==> config.mk <==
export PLATFORM = sky130hd
export DESIGN_NAME = vga_timing_gen
export DESIGN_NICKNAME = d
export VERILOG_FILES = /design/src/rtl/vga_timing_pkg.sv /design/src/rtl/video_sync_delay.sv /design/src/rtl/vga_timing_gen.sv
export SDC_FILE = /design/constraint.sdc
export NUM_CORES = 1
export LEC_CHECK = 0
export ABC_AREA = 1
export BUFFER_PORTS_ARGS = -buffer_cell sky130_fd_sc_hd__buf_2
export CORE_MARGIN = 3
export CORE_UTILIZATION = 60
export CTS_CLUSTER_DIAMETER = 200
export CTS_CLUSTER_SIZE = 16
export DETAILED_ROUTE_END_ITERATION = 10
export PLACE_DENSITY = 0.84
export REMOVE_ABC_BUFFERS = 1
export SETUP_SLACK_MARGIN = 0.05
export SYNTH_ARGS = -nofsm -noshare
export SYNTH_HDL_FRONTEND = slang
export SYNTH_SLANG_ARGS = --single-unit
==> constraint.sdc <==
create_clock -name clk -period 5.2 [get_ports clk]
set_input_delay 1.04 -clock clk [delete_from_list [all_inputs] [get_ports clk]]
set_output_delay 1.04 -clock clk [all_outputs]
set_load 0.1 [all_outputs]
==> src/rtl/vga_timing_pkg.sv <==
// Shared raster timing types, the 640x480@60 mode and total-length helpers.
package vga_timing_pkg;

    typedef struct packed {
        int unsigned h_active;
        int unsigned h_fp;
        int unsigned h_sync;
        int unsigned h_bp;
        int unsigned v_active;
        int unsigned v_fp;
        int unsigned v_sync;
        int unsigned v_bp;
        logic        hs_pol;
        logic        vs_pol;
    } timing_mode_t;

    localparam timing_mode_t MODE_640X480_60 = '{
        h_active: 640, h_fp: 16, h_sync: 96, h_bp: 48,
        v_active: 480, v_fp: 10, v_sync: 2,  v_bp: 33,
        hs_pol:   1'b0, vs_pol: 1'b0
    };

    function automatic int unsigned h_total(input timing_mode_t m);
        return m.h_active + m.h_fp + m.h_sync + m.h_bp;
    endfunction

    function automatic int unsigned v_total(input timing_mode_t m);
        return m.v_active + m.v_fp + m.v_sync + m.v_bp;
    endfunction

    typedef enum logic {
        IDLE,
        RUN
    } vga_state_t;

endpackage

==> src/rtl/video_sync_delay.sv <==
// Resettable shift register that realigns sync/DE with a pipelined pixel path.
module video_sync_delay #(
    parameter int               DEPTH   = 2,
    parameter int               WIDTH   = 3,
    parameter logic [WIDTH-1:0] RST_VAL = '0
) (
    input  logic             clk,
    input  logic             reset_n,
    input  logic [WIDTH-1:0] din,
    output logic [WIDTH-1:0] dout
);

    generate
        if (DEPTH == 0) begin : g_pass
            assign dout = din;
        end else begin : g_sr
            logic [WIDTH-1:0] sr [DEPTH];

            always_ff @(posedge clk or negedge reset_n) begin
                if (!reset_n) begin
                    for (int i = 0; i < DEPTH; i++) sr[i] <= RST_VAL;
                end else begin
                    sr[0] <= din;
                    for (int i = 1; i < DEPTH; i++) sr[i] <= sr[i-1];
                end
            end

            assign dout = sr[DEPTH-1];
        end
    endgenerate

endmodule

==> src/rtl/vga_timing_gen.sv <==
// Parametrised raster timing generator with IDLE/RUN start-up, strobes,
// frame counter and a delayed sync/DE copy for the registered RGB path.
module vga_timing_gen
    import vga_timing_pkg::*;
#(
    parameter int   H_ACTIVE    = MODE_640X480_60.h_active,
    parameter int   H_FP        = MODE_640X480_60.h_fp,
    parameter int   H_SYNC      = MODE_640X480_60.h_sync,
    parameter int   H_BP        = MODE_640X480_60.h_bp,
    parameter int   V_ACTIVE    = MODE_640X480_60.v_active,
    parameter int   V_FP        = MODE_640X480_60.v_fp,
    parameter int   V_SYNC      = MODE_640X480_60.v_sync,
    parameter int   V_BP        = MODE_640X480_60.v_bp,
    parameter logic HS_POL      = MODE_640X480_60.hs_pol,
    parameter logic VS_POL      = MODE_640X480_60.vs_pol,
    parameter int   CW          = 10,
    parameter int   FC_W        = 16,
    parameter int   PIPE_STAGES = 2
) (
    input  logic            clk,
    input  logic            reset_n,
    input  logic            enable,
    output logic [CW-1:0]   draw_x,
    output logic [CW-1:0]   draw_y,
    output logic            hsync,
    output logic            vsync,
    output logic            vde,
    output logic            hsync_d,
    output logic            vsync_d,
    output logic            vde_d,
    output logic            line_start,
    output logic            frame_start,
    output logic            vblank_start,
    output logic [FC_W-1:0] frame_count
);

    localparam timing_mode_t MODE = '{
        h_active: H_ACTIVE, h_fp: H_FP, h_sync: H_SYNC, h_bp: H_BP,
        v_active: V_ACTIVE, v_fp: V_FP, v_sync: V_SYNC, v_bp: V_BP,
        hs_pol:   HS_POL,   vs_pol: VS_POL
    };
    localparam int unsigned H_TOTAL = h_total(MODE);
    localparam int unsigned V_TOTAL = v_total(MODE);

    generate
        if (H_TOTAL > 2**CW || V_TOTAL > 2**CW) begin : g_bad_cw
            $error("vga_timing_gen: CW too narrow for H_TOTAL/V_TOTAL");
        end
    endgenerate

    // One extra bit so bounds equal to 2**CW still compare correctly.
    localparam logic [CW:0]   HA     = (CW+1)'(H_ACTIVE);
    localparam logic [CW:0]   HS_BEG = (CW+1)'(H_ACTIVE + H_FP);
    localparam logic [CW:0]   HS_END = (CW+1)'(H_ACTIVE + H_FP + H_SYNC);
    localparam logic [CW:0]   VA     = (CW+1)'(V_ACTIVE);
    localparam logic [CW:0]   VS_BEG = (CW+1)'(V_ACTIVE + V_FP);
    localparam logic [CW:0]   VS_END = (CW+1)'(V_ACTIVE + V_FP + V_SYNC);
    localparam logic [CW-1:0] H_LAST = CW'(H_TOTAL - 1);
    localparam logic [CW-1:0] V_LAST = CW'(V_TOTAL - 1);

    vga_state_t    state, state_nxt;
    logic [CW-1:0] x_nxt, y_nxt;
    logic [CW:0]   xe, ye;
    logic          run_nxt;
    logic          hs_nxt, vs_nxt, de_nxt;
    logic          ls_nxt, fs_nxt, vb_nxt;

    assign xe = {1'b0, x_nxt};
    assign ye = {1'b0, y_nxt};

    always_comb begin
        state_nxt = enable ? RUN : IDLE;
        x_nxt     = '0;
        y_nxt     = '0;
        if (enable && state == RUN) begin
            if (draw_x == H_LAST) begin
                x_nxt = '0;
                y_nxt = (draw_y == V_LAST) ? '0 : draw_y + 1'b1;
            end else begin
                x_nxt = draw_x + 1'b1;
                y_nxt = draw_y;
            end
        end
        run_nxt = (state_nxt == RUN);
        de_nxt  = run_nxt && (xe < HA) && (ye < VA);
        hs_nxt  = (run_nxt && xe >= HS_BEG && xe < HS_END) ? HS_POL : ~HS_POL;
        vs_nxt  = (run_nxt && ye >= VS_BEG && ye < VS_END) ? VS_POL : ~VS_POL;
        ls_nxt  = run_nxt && (x_nxt == '0);
        fs_nxt  = ls_nxt && (y_nxt == '0);
        vb_nxt  = ls_nxt && (ye == VA);
    end

    always_ff @(posedge clk or negedge reset_n) begin
        if (!reset_n) begin
            state        <= IDLE;
            draw_x       <= '0;
            draw_y       <= '0;
            hsync        <= ~HS_POL;
            vsync        <= ~VS_POL;
            vde          <= 1'b0;
            line_start   <= 1'b0;
            frame_start  <= 1'b0;
            vblank_start <= 1'b0;
            frame_count  <= '0;
        end else begin
            state        <= state_nxt;
            draw_x       <= x_nxt;
            draw_y       <= y_nxt;
            hsync        <= hs_nxt;
            vsync        <= vs_nxt;
            vde          <= de_nxt;
            line_start   <= ls_nxt;
            frame_start  <= fs_nxt;
            vblank_start <= vb_nxt;
            if (fs_nxt) frame_count <= frame_count + 1'b1;
        end
    end

    video_sync_delay #(
        .DEPTH   (PIPE_STAGES),
        .WIDTH   (3),
        .RST_VAL ({~HS_POL, ~VS_POL, 1'b0})
    ) u_sync_dly (
        .clk     (clk),
        .reset_n (reset_n),
        .din     ({hsync, vsync, vde}),
        .dout    ({hsync_d, vsync_d, vde_d})
    );

endmodule

# Word-level counts from Yosys, hierarchy flattened
# Index checks and enable logic that the tools add are counted.
# op_classes
n_mux	8
magnitude_cmp	6
add_sub_neg	3
eq_ne	3
n_reduce_logical	12
# op_table
cell	n
two-way mux 10 bit	5
adder 10 x 1 -> 10 bit, second input constant	2
== test 10 bit, second input constant	2
zero test 10 bit	2
less-than comparator 10 bit, second input constant	2
less-than comparator 10 x 9 -> 1 bit, second input constant	2
adder 16 x 1 -> 16 bit, second input constant	1
== test 10 x 9 -> 1 bit, second input constant	1
greater-or-equal comparator 10 bit, second input constant	1
greater-or-equal comparator 10 x 9 -> 1 bit, second input constant	1
logical AND 1 bit	10
two-way mux 1 bit	3
# word_totals
out_inout_bits	45
inputBits	3
regBits	49
word_cells	44

# Longest topological paths before layout
# logic_depth
word_depth	8
mapped_depth	16
ltp_nobuf	15

# By module
# From an unflattened synthesis, not the netlist that was laid out.
# hier_totals
hier_cells	390
hier_area_um2	3047.9
# by_module_without_submodules
module	seq_area_each_um2	n_inst	cells_each	area_each_um2
vga_timing_gen	1078.5	1	381	2870.3
video_sync_delay	155.1	1	9	177.7

# Least setup slack after synthesis
# OpenSTA, ideal clock, no wires.
# synth_timing
path_type	register to register
startpoint	reg draw_x[0]
endpoint	reg frame_count[11]
synth_period_minus_slack_ns	2.844
required_time_ns	5.078
path_buffers	1
slack_ns	2.356
setup_ns	0.122
t_arrival_ns	2.723
path_stages_with_launch	12
cell_sequence	dfrtp_1 -> ha_1 -> nand3_2 -> nor3_4 -> nand3_1 -> nand3_1 -> nand3_2 -> nor2_4 -> nand2_4 -> buf_6 -> nand2_2 -> nand2_1
# synth_via
elab_chain_cells	6
word_cells_on_any_way	10
cone_classes	add/sub (1); eq/ne (1); mux (4); reduce/logical (4)
# synth_rtl
item	line_no	rtl
start, declared	vga_timing_gen.sv:23	output logic [CW-1:0] draw_x,
start signal, assigned	vga_timing_gen.sv:107	draw_x <= x_nxt;
adder 10 x 1 -> 10 bit / == test 10 bit (equally long branches)	vga_timing_gen.sv:80, vga_timing_gen.sv:76	
two-way mux 10 bit	vga_timing_gen.sv:76	if (draw_x == H_LAST) begin
two-way mux 10 bit	vga_timing_gen.sv:75	if (enable && state == RUN) begin
zero test 10 bit	vga_timing_gen.sv:88	ls_nxt = run_nxt && (x_nxt == '0);
logical AND 1 bit	vga_timing_gen.sv:88	
logical AND 1 bit *	vga_timing_gen.sv:89	fs_nxt = ls_nxt && (y_nxt == '0);
end signal, assigned	vga_timing_gen.sv:115	if (fs_nxt) frame_count <= frame_count + 1'b1;
end, declared	vga_timing_gen.sv:34	output logic [FC_W-1:0] frame_count
# Every way passes the cells marked *; elsewhere a longest branch is shown, timed or not.
# A chain may end at the register's enable or synchronous reset.

# Final worst setup path
# layout_timing
startpoint	in enable
endpoint	reg frame_count[15]
# layout_via
elab_chain_cells	5
word_cells_on_any_way	8
cone_classes	mux (3); reduce/logical (5)
# layout_rtl
item	line_no	rtl
start, declared	vga_timing_gen.sv:22	input logic enable,
logical AND 1 bit	vga_timing_gen.sv:75	
two-way mux 10 bit	vga_timing_gen.sv:75	
zero test 10 bit	vga_timing_gen.sv:88	
logical AND 1 bit *	vga_timing_gen.sv:88	
named net ls_nxt	vga_timing_gen.sv:66	logic ls_nxt, fs_nxt, vb_nxt;
logical AND 1 bit *	vga_timing_gen.sv:89	
# Mark *: on every way through the listed nets, which the timed path passes. The rest lies on a longest branch.

==> results.yml <==
sta:
  setup_viol: 0
  finClkSkew_ns: 0.00756
  hold_viol_final: 0
  post-route-period-util_pct: 54.3
  period_needed_ns: 2.82
  slew_viol_final: 0
  max_slew_margin_pct: 31.4
  worst_pin_slew_ns: 1.03
  rsz0062_at_grt: "no"
  timing.fmax_mhz: 354
  fin_ws_ns: 2.38
  tns_ns: 0
logic_synthesis:
  synth_mux_area_share_pct: 0
  syn_inst: 401
  synth_xor_area_share_pct: 4.96
  netlist_area_mm2: 0.00300
  synth_cell_type_count: 33
  yosysSeqAreaShare_pct: 41.1
  ys_warn_count: 0
  synth-adder-area-share_pct: 1.67
  synth_compound_area_share_pct: 1.67
  yosys.area_share.simple_pct: 41.6
  avgSynthCellArea_um2: 7.48
  yosysTopAreaCell: "dfrtp_1"
  synth_top_family_by_area: "simple AND/OR/NAND/NOR gates"
  synth_top_area_share_pct: 35.9
  ys_seq_elements: 49
  synthTopCellsByArea: "dfrtp_1 36%, nand2_1 16%, nand3_1 8.2%"
die:
  die_w_um: 76.7
  initial_core_util_pct: 62.7
  die_height_um: 76.7
  io_pins: 48
  num_rows: 25
  core_mm2: 0.00479
  dieArea_mm2: 0.00589
pwr:
  p_leak_nw: 1.98
  p_per_area_mw_per_mm2: 276
  switching_share_pct: 33.9
  ir_drop_uv: 274
  p_seq_share_pct: 44.3
  pwr-share-comb_pct: 21.5
  power_frac_clock_pct: 34.2
  totalPowerFinal_uw: 947
  power_switching_uw: 321
  internal-power_uw: 625
placed_design:
  dp_slack_ns: 2.08
  globalplace.congestion: 0.905
  place_hpwl_um: 4950
  port_buffers: 47
  dp_cells: 511
layout:
  drive_gt1_share_pct: 21.0
  final_cell_mix: "125 x nand2_1, 57 x inv_1, 49 x nand3_1"
  final_common_cell: "nand2_1"
  area_delta_synth_final_pct: 14.2
  antenna_cells: 0
  final_core_util_pct: 71.6
  final_cells: 519
  final_nets: 458
global_route:
  grt_pass1_vias: 2492
  grt_max_degree: 50
  grt_pass1_wl_um: 11600
  grt_usage_pct: 24.1
  grt_overflow: 0
  antenna_found_initial: 0
clocking:
  cts_resized: 0
  clk_latency_ns: 0.30
  cts_tree: "built"
  h-tree-depth: 2
  post_cts_buffers: 0
  hold_buffers: 0
  root_buffer: "clkbuf_8"
  cts_buffers: 5
  clkTransAtPathRegs_ns: 0.09
  cts.sinks: 49
  cts_buffer_depth: 2
worst_hold_path:
  hold_path_startpoint: "u_sync_dly.g_sr.sr[4]$_DFF_PN1_"
  worstHoldPathType: "register to register"
  holdPathStages: 0
  hold_end: "u_sync_dly.dout[1]$_DFF_PN1_"
setup_path:
  rr_endpoint: "frame_count[15]$_DFFE_PN0P_"
  crit_type: "input port to register"
  r2r_start: "draw_x[0]$_DFF_PN0_"
  reg2regPathDepth: 12
  critPathMaxFanout: 17
  reg2reg_setup_slack_ns: 2.58
  worstPathRequired_ns: 5.40
  cp-start-kind: "input port"
  end_kind: "register"
  worstPathArrival_ns: 3.02
run:
  max_cap_violations: 0
routing:
  num_vias: 2697
  ant_nets: 0
  firstDrtPassIters: 4
  drc_errors: 0
  drt_iter0_markers: 140
  finalWirelength_um: 6630
  wire_per_inst_um: 12.8
  viasPerCell: 5.20
outcome:
  outcome: "finished, final reports clean"
## power by group through the flow
stage / clock network, mW / logic, mW / registers [mW]
finish: 0.324 / 0.203 / 0.419
global route: 0.347 / 0.217 / 0.424
CTS: 0.331 / 0.205 / 0.419
detailed placement: 0 / 0.205 / 0.426
global placement: 0 / 0.202 / 0.427
floorplan: 0 / 0.0459 / 0.546
## kinds of logic (layout without fill, tap and decap cells)
group	Yosys count	count (layout)
and+or+nand+nor	258	258
buffers and inverters	65	116
DFF	49	49
xor gates and xnor gates	17	17
AOI/OAI and AO/OA	8	8
adders and majority gates	4	4
## per-layer routing
metal / part of all wire [%] / routed length, um / track usage (%)
met1: 45 / 2970 / 32.6
met2: 47 / 3130 / 39.5
met3: 6.5 / 433 / 3.99
met4: 1.4 / 94 / 7.43
met5: 0 / 0 / 0
## Yosys cell counts (all sizes together)
library cell and number:
o21ai 3, a21oi 2, xor2 10, o21bai 1, o2111ai 2, nor4 2
buf 4, xnor2 7, nor3 6, ha 4, dfstp 6, nand3 58
dfrtp 43, clkinv 2, nand2 139, nand4 9, nand3b 1, nor2 43
inv 59
## worst max-delay path, stage by stage
cell      delay [ns]
buf_2           0.12
nand2_1         0.11
clkinv_1        0.45
nand3_1         0.29
nand2_1         0.07
nor2_1          0.14
nand2_1         0.11
nor2_4          0.13
nand2_4         0.07
inv_6           0.13
nand2_4         0.17
nand2_1         0.11
nand2_1         0.05
## worst max-delay path by stage
stage                                   start                     endpoint  slack [ns]
after floorplan           draw_x[0]$_DFF_PN0_   frame_count[3]$_DFFE_PN0P_        2.27
after global routing                   enable   frame_count[5]$_DFFE_PN0P_        2.18
after CTS                              enable  frame_count[15]$_DFFE_PN0P_        2.40
after global placement                 enable  frame_count[15]$_DFFE_PN0P_        2.20
after detailed placement               enable  frame_count[15]$_DFFE_PN0P_        2.08
final                                  enable  frame_count[15]$_DFFE_PN0P_        2.38
## state kept, by name (all words and copies together) (netlist names), 3 cells and up
name and flops:
u_sync_dly.g_sr.sr 3, u_sync_dly.dout 3, draw_x 10, frame_count 16, draw_y 10
## through the flow
stage / hold slack [ns] / cell area, um2
after floorplan: 0.331 / 2970
after global placement: 0.333 / 3290
after detailed placement: 0.347 / 3290
after CTS: 0.359 / 3430
after global routing: 0.364 / 3430
final: 0.359 / 3430
## cell type report
class	instances	area (um2)
Tap cell	67	83.8
Sequential cell	49	1230
Clock buffer	5	68.8
Fill cell	397	1360
Inverter	61	239
Timing Repair Buffer	47	235
Clock inverter	3	68.8
Multi-Input combinational cell	287	1500
(Power assumes the default switching activity.)
